### src/rtl/invsqrt_pkg.sv
// Shared definitions for the Newton-Raphson inverse square root block:
// controller states and fixed-point constants derived from the fraction width.
package invsqrt_pkg;

   typedef enum logic [2:0] {
      IDLE   = 3'd0,
      MUL_YY = 3'd1,
      MUL_HT = 3'd2,
      MUL_YT = 3'd3,
      DONE   = 3'd4
   } state_t;

   // 1.5 in Q(.fw): binary 1.1 followed by zeros
   function automatic logic [63:0] three_halves(input int unsigned fw);
      return 64'd3 << (fw - 1);
   endfunction

   // Half an LSB of the fraction, added before truncation for round-half-up
   function automatic logic [63:0] round_const(input int unsigned fw);
      return 64'd1 << (fw - 1);
   endfunction

endpackage

### src/rtl/inv_sqrt_newton_fix_mul.sv
// Unsigned fixed-point W x W multiplier: full product, round-half-up at the
// fraction boundary, saturate to all ones when the result overflows W bits.
module fix_mul
   import invsqrt_pkg::*;
#(
   parameter int W  = 16,
   parameter int FW = 8
) (
   input  logic [W-1:0] a,
   input  logic [W-1:0] b,
   output logic [W-1:0] p
);

   localparam logic [2*W:0] RND = (2*W+1)'(round_const(FW));

   logic [2*W-1:0] prod;
   logic [2*W:0]   prod_rnd;
   logic [2*W:0]   shifted;

   function automatic logic [W-1:0] sat(input logic [2*W:0] v);
      return (|v[2*W:W]) ? {W{1'b1}} : v[W-1:0];
   endfunction

   assign prod     = {{W{1'b0}}, a} * {{W{1'b0}}, b};
   assign prod_rnd = {1'b0, prod} + RND;
   assign shifted  = prod_rnd >> FW;
   assign p        = sat(shifted);

endmodule

### src/rtl/inv_sqrt_newton.sv
// Iterative 1/sqrt(x) refinement: y <- y*(1.5 - (x/2)*y*y), one multiply per
// cycle through a single shared multiplier, valid/ready on both sides.
module inv_sqrt_newton
   import invsqrt_pkg::*;
#(
   parameter int INT_WIDTH   = 8,
   parameter int FRACT_WIDTH = 8,
   parameter int ITERATIONS  = 1
) (
   input  logic                             clk,
   input  logic                             rst_n,
   input  logic [INT_WIDTH+FRACT_WIDTH-1:0] x_fix,
   input  logic [INT_WIDTH+FRACT_WIDTH-1:0] y0_fix,
   input  logic                             in_valid,
   output logic                             in_ready,
   output logic [INT_WIDTH+FRACT_WIDTH-1:0] y_fix,
   output logic                             out_valid,
   input  logic                             out_ready,
   output logic                             out_zero
);

   localparam int W = INT_WIDTH + FRACT_WIDTH;
   localparam logic [W-1:0] THREE_HALVES = W'(three_halves(FRACT_WIDTH));
   localparam logic [1:0]   LAST_PASS    = 2'(ITERATIONS - 1);

   state_t         state;
   logic [1:0]     iter_cnt;
   logic [W-1:0]   x_r;
   logic [W-1:0]   y_r;
   logic [W-1:0]   t_r;
   logic           zero_r;
   logic [W-1:0]   corr;
   logic [W-1:0]   mul_a;
   logic [W-1:0]   mul_b;
   logic [W-1:0]   mul_p;

   // 1.5 - t, clamped so a huge t cannot wrap into a large positive factor
   assign corr     = (t_r > THREE_HALVES) ? '0 : THREE_HALVES - t_r;
   assign in_ready = (state == IDLE);

   always_comb begin
      mul_a = '0;
      mul_b = '0;
      case (state)
         MUL_YY: begin
            mul_a = y_r;
            mul_b = y_r;
         end
         MUL_HT: begin
            mul_a = x_r >> 1;
            mul_b = t_r;
         end
         MUL_YT: begin
            mul_a = y_r;
            mul_b = corr;
         end
         default: ;
      endcase
   end

   fix_mul #(
      .W  (W),
      .FW (FRACT_WIDTH)
   ) u_mul (
      .a (mul_a),
      .b (mul_b),
      .p (mul_p)
   );

   always_ff @(posedge clk) begin
      if (!rst_n) begin
         state     <= IDLE;
         iter_cnt  <= 2'd0;
         y_fix     <= '0;
         out_valid <= 1'b0;
         out_zero  <= 1'b0;
      end else begin
         case (state)
            IDLE: begin
               if (in_valid) begin
                  x_r      <= x_fix;
                  y_r      <= y0_fix;
                  zero_r   <= (x_fix == '0);
                  iter_cnt <= 2'd0;
                  state    <= MUL_YY;
               end
            end
            MUL_YY: begin
               t_r   <= mul_p;
               state <= MUL_HT;
            end
            MUL_HT: begin
               t_r   <= mul_p;
               state <= MUL_YT;
            end
            MUL_YT: begin
               y_r <= mul_p;
               if (iter_cnt == LAST_PASS) begin
                  y_fix     <= mul_p;
                  out_zero  <= zero_r;
                  out_valid <= 1'b1;
                  state     <= DONE;
               end else begin
                  iter_cnt <= iter_cnt + 2'd1;
                  state    <= MUL_YY;
               end
            end
            DONE: begin
               if (out_ready) begin
                  out_valid <= 1'b0;
                  state     <= IDLE;
               end
            end
            default: state <= IDLE;
         endcase
      end
   end

endmodule

### config.mk
export PLATFORM = sky130hd
export DESIGN_NAME = inv_sqrt_newton
export DESIGN_NICKNAME = d
export VERILOG_FILES = /design/src/rtl/invsqrt_pkg.sv /design/src/rtl/inv_sqrt_newton_fix_mul.sv /design/src/rtl/inv_sqrt_newton.sv
export SDC_FILE = /design/constraint.sdc
export NUM_CORES = 1
export LEC_CHECK = 0
export CORE_MARGIN = 4
export CORE_UTILIZATION = 40
export DETAILED_ROUTE_END_ITERATION = 10
export DONT_BUFFER_PORTS = 1
export GPL_TIMING_DRIVEN = 0
export PLACE_DENSITY = 0.6
export SYNTH_ARGS = -nofsm -noshare
export SYNTH_HDL_FRONTEND = slang
export SYNTH_SLANG_ARGS = --single-unit
### constraint.sdc
create_clock -name clk -period 12.02 [get_ports clk]
set_input_delay 1.803 -clock clk [delete_from_list [all_inputs] [get_ports clk]]
set_output_delay 1.803 -clock clk [all_outputs]
set_load 0.02 [all_outputs]
==> results.ini <==
[outcome]
outcome = finished, final reports clean

[worst_setup_path]
reg2regPathDepth = 31
path_class = reg -> reg
crit_top_cell = fa_1
cp.arrival_ns = 10.99
crit_path_end_kind = flop
critPathLaunchType = flop
cpPeakStageDelay_ns = 0.80
rrSetupSlack_ns = 1.10
cp_max_fo = 10
worstPathRequired_ns = 12.09
crit_slowest_cell = o211ai_1

[floorplan]
design.core.area_sq_um = 30510
num_io_pins = 55
rows = 64
die_area_sq_um = 33760
dieHeight_um = 183.8
initial_utilization_pct = 40.50
die_width_um = 183.8

[pwr]
vdd.ir_drop.worst_mv = 0.1032
power_density_nw_per_um2 = 89.82
power_leakage_nw = 6.062

[route]
dr.pass1.iters = 5
ant_nets = 0
drc = 0
wl_per_cell_um = 20.44
vias = 10170
drt_iter0_drc = 836
vias_per_cell = 5.523
wirelength_mm = 37.65

[timing]
worst_pin_slew_ns = 1.384
period_minus_slack_ns = 10.92
maxSlewViolCount = 0
setup_viol = 0
rsz0062_at_grt = no
final_hold_viol_count = 0
slew_headroom_pct = 7.729
whs_ns = 0.5189
setup-tns-final_ns = 0
skew_ns = 0.009726
clock.fmax_ghz = 0.09159
fin_crit_sh_pct = 90.84

[synthesis]
synth_area_leader_cell = fa_1
ys_seq_area_share_pct = 15.39
ys_async_sr_fraction_pct = 0
synth_edf_count = 48
synth_top_area_share_pct = 31.59
syn-cell-area_sq_um = 12360
yosys_warnings = 0
yosys_register_bits = 71
syn_area_per_cell_sq_um = 8.652
ys_types = 66
ys.flop_type = edfxtp_1
synth_area_leaders = fa_1 32%, ha_1 12%, edfxtp_1 12%, inv_1 7.9%, nand2_1 5.3%
syn-num-nets = 1776
netlist_instances = 1428

[clocking]
htreeDepth = 3
worstSkewPairLatency_ns = 0.33
numClockSinks = 71
cts-root-buf = clkbuf_16
cts_buffers = 9
cts_setup_buffers = 0
cts.clk_slew.worst_paths_ns = 0.06
post_cts_resized = 0
cts_hold_buf = 0
clk_path_buf_depth = 2
tritoncts = yes

[final_layout]
fin_nets = 1789
mostFrequentLayoutCells = 260 x inv_1, 195 x fa_1, 176 x nand2_1
final_cells = 1842
area_delta_synth_final_pct = 6.876
layout_commonest_cell = inv_1
diodes = 0
fin_util_pct = 43.28
drive_gt1_share_pct = 2.974
finalInstanceArea_sq_um = 13210

[place]
placed_cell_area_sq_um = 12870
portBuffers = 0
placed_cells_incl_taps = 1826
hpwl_mm = 31.15
globalplace.congestion = 0.9231

[flow_run]
drv_cap = 0

[grt]
grt_pass1_wl_mm = 59.20
grt_overflow = 0
grt_use_total_pct = 22.65
grt_antenna_before_repair = 0
grt_pass1_vias = 10400
grt_max_degree = 17

[worst_hold_path]
holdCritPathClass = reg -> reg
hold_depth = 2

-- synthesized netlist by cell type (3+ instances only) --
cell      count
nor2b_1       8
and3_1        5
nor2_1      174
fa_1        195
nand2b_1      8
or3_1         4
buf_1         5
o21a_1        8
dfxtp_1      23
nand2_1     176
nor3_1       14
o31ai_1       4
clkbuf_1     53
a221oi_1      3
a21o_1       18
a22oi_1      20
o21bai_1      3
nor4_1       10
edfxtp_1     48
a22o_1       17
a21oi_1      49
inv_1       260
o21ai_0      47
a311oi_1      3
nor4_4        3
nand3b_1      8
nand3_1       7
buf_2         4
a31oi_1      36
o21ai_1       3
a211oi_1      7
xnor2_1      11
nand4_1      11
ha_1        117
or2_2         5
o211ai_1      4
and2_1       11
xor2_1       12
-- flip-flops by register name (all words and copies together), names as in the netlist --
name,flops
out_valid,1
zero_r,1
t_r,16
state,3
x_r,15
iter_cnt,2
y_fix,16
y_r,16
out_zero,1
-- path summary, 6_finish.rpt --
| kind | startpoint | end |
|---|---|---|
| worst max register to register | t_r[0] | t_r[6] |
| worst max-delay path | t_r[0] | t_r[6] |
| worst min-delay path | zero_r | out_zero |
| worst min register to register | zero_r | out_zero |
-- metal layers --
metal	part of all wire [%]	vias up	routed length (um)	track usage [%]
met1	44	5077	16560	32.12
li1	-	4649	-	-
met2	46	389	17160	36.11
met3	7.5	58	2812	3.858
met4	3.0	0	1122	6.241
met5	0	-	0	0
-- stage by stage --
| stage | power [W] | setup slack (ns) |
|---|---|---|
| floorplan | 0.0006959 | 3.209 |
| global placement | 0.0008863 | 1.203 |
| detailed placement | 0.0008878 | 1.267 |
| CTS | 0.001184 | 1.231 |
| global route | 0.001265 | 0.6034 |
| finish | 0.001186 | 1.102 |
-- area by class of cell --
class	instances	area [sq um]
Fill cell	2988	17300
Clock buffer	14	296.5
Tap cell	396	495.5
Inverter	260	975.9
Multi-Input combinational cell	1032	9218
Sequential cell	71	1902
Buffer	65	264.0
Clock inverter	2	35.03
Timing Repair Buffer	2	18.77
-- worst max-delay path, delay by kind of cell (launching register included) --
| kind | cells | cell delay, ns |
|---|---|---|
| adder cells (fa/ha/maj) | 8 | 3.66 |
| flip-flops | 1 | 0.50 |
| buffers and inverters | 8 | 1.63 |
| AND/OR/NAND/NOR | 7 | 1.95 |
| AO/OA/AOI/OAI | 7 | 2.77 |
| XOR/XNOR | 1 | 0.11 |
-- report_power, final --
group          internal [W]  total [W]  switching (W)
sequential         0.000293   0.000314      0.0000215
combinational      0.000178   0.000585       0.000407
clock              0.000191   0.000287      0.0000958
-- cell families after synthesis --
group / after synthesis / synth area share, %
simple gates: 453 / 16.22
mux: 1 / 0.08102
buf+inv: 325 / 10.04
flops: 71 / 15.39
compound gates: 243 / 13.20
xor+xnor: 23 / 1.630
fa+ha+maj: 312 / 43.44
Note: power is estimated with default switching activity, not from simulation.
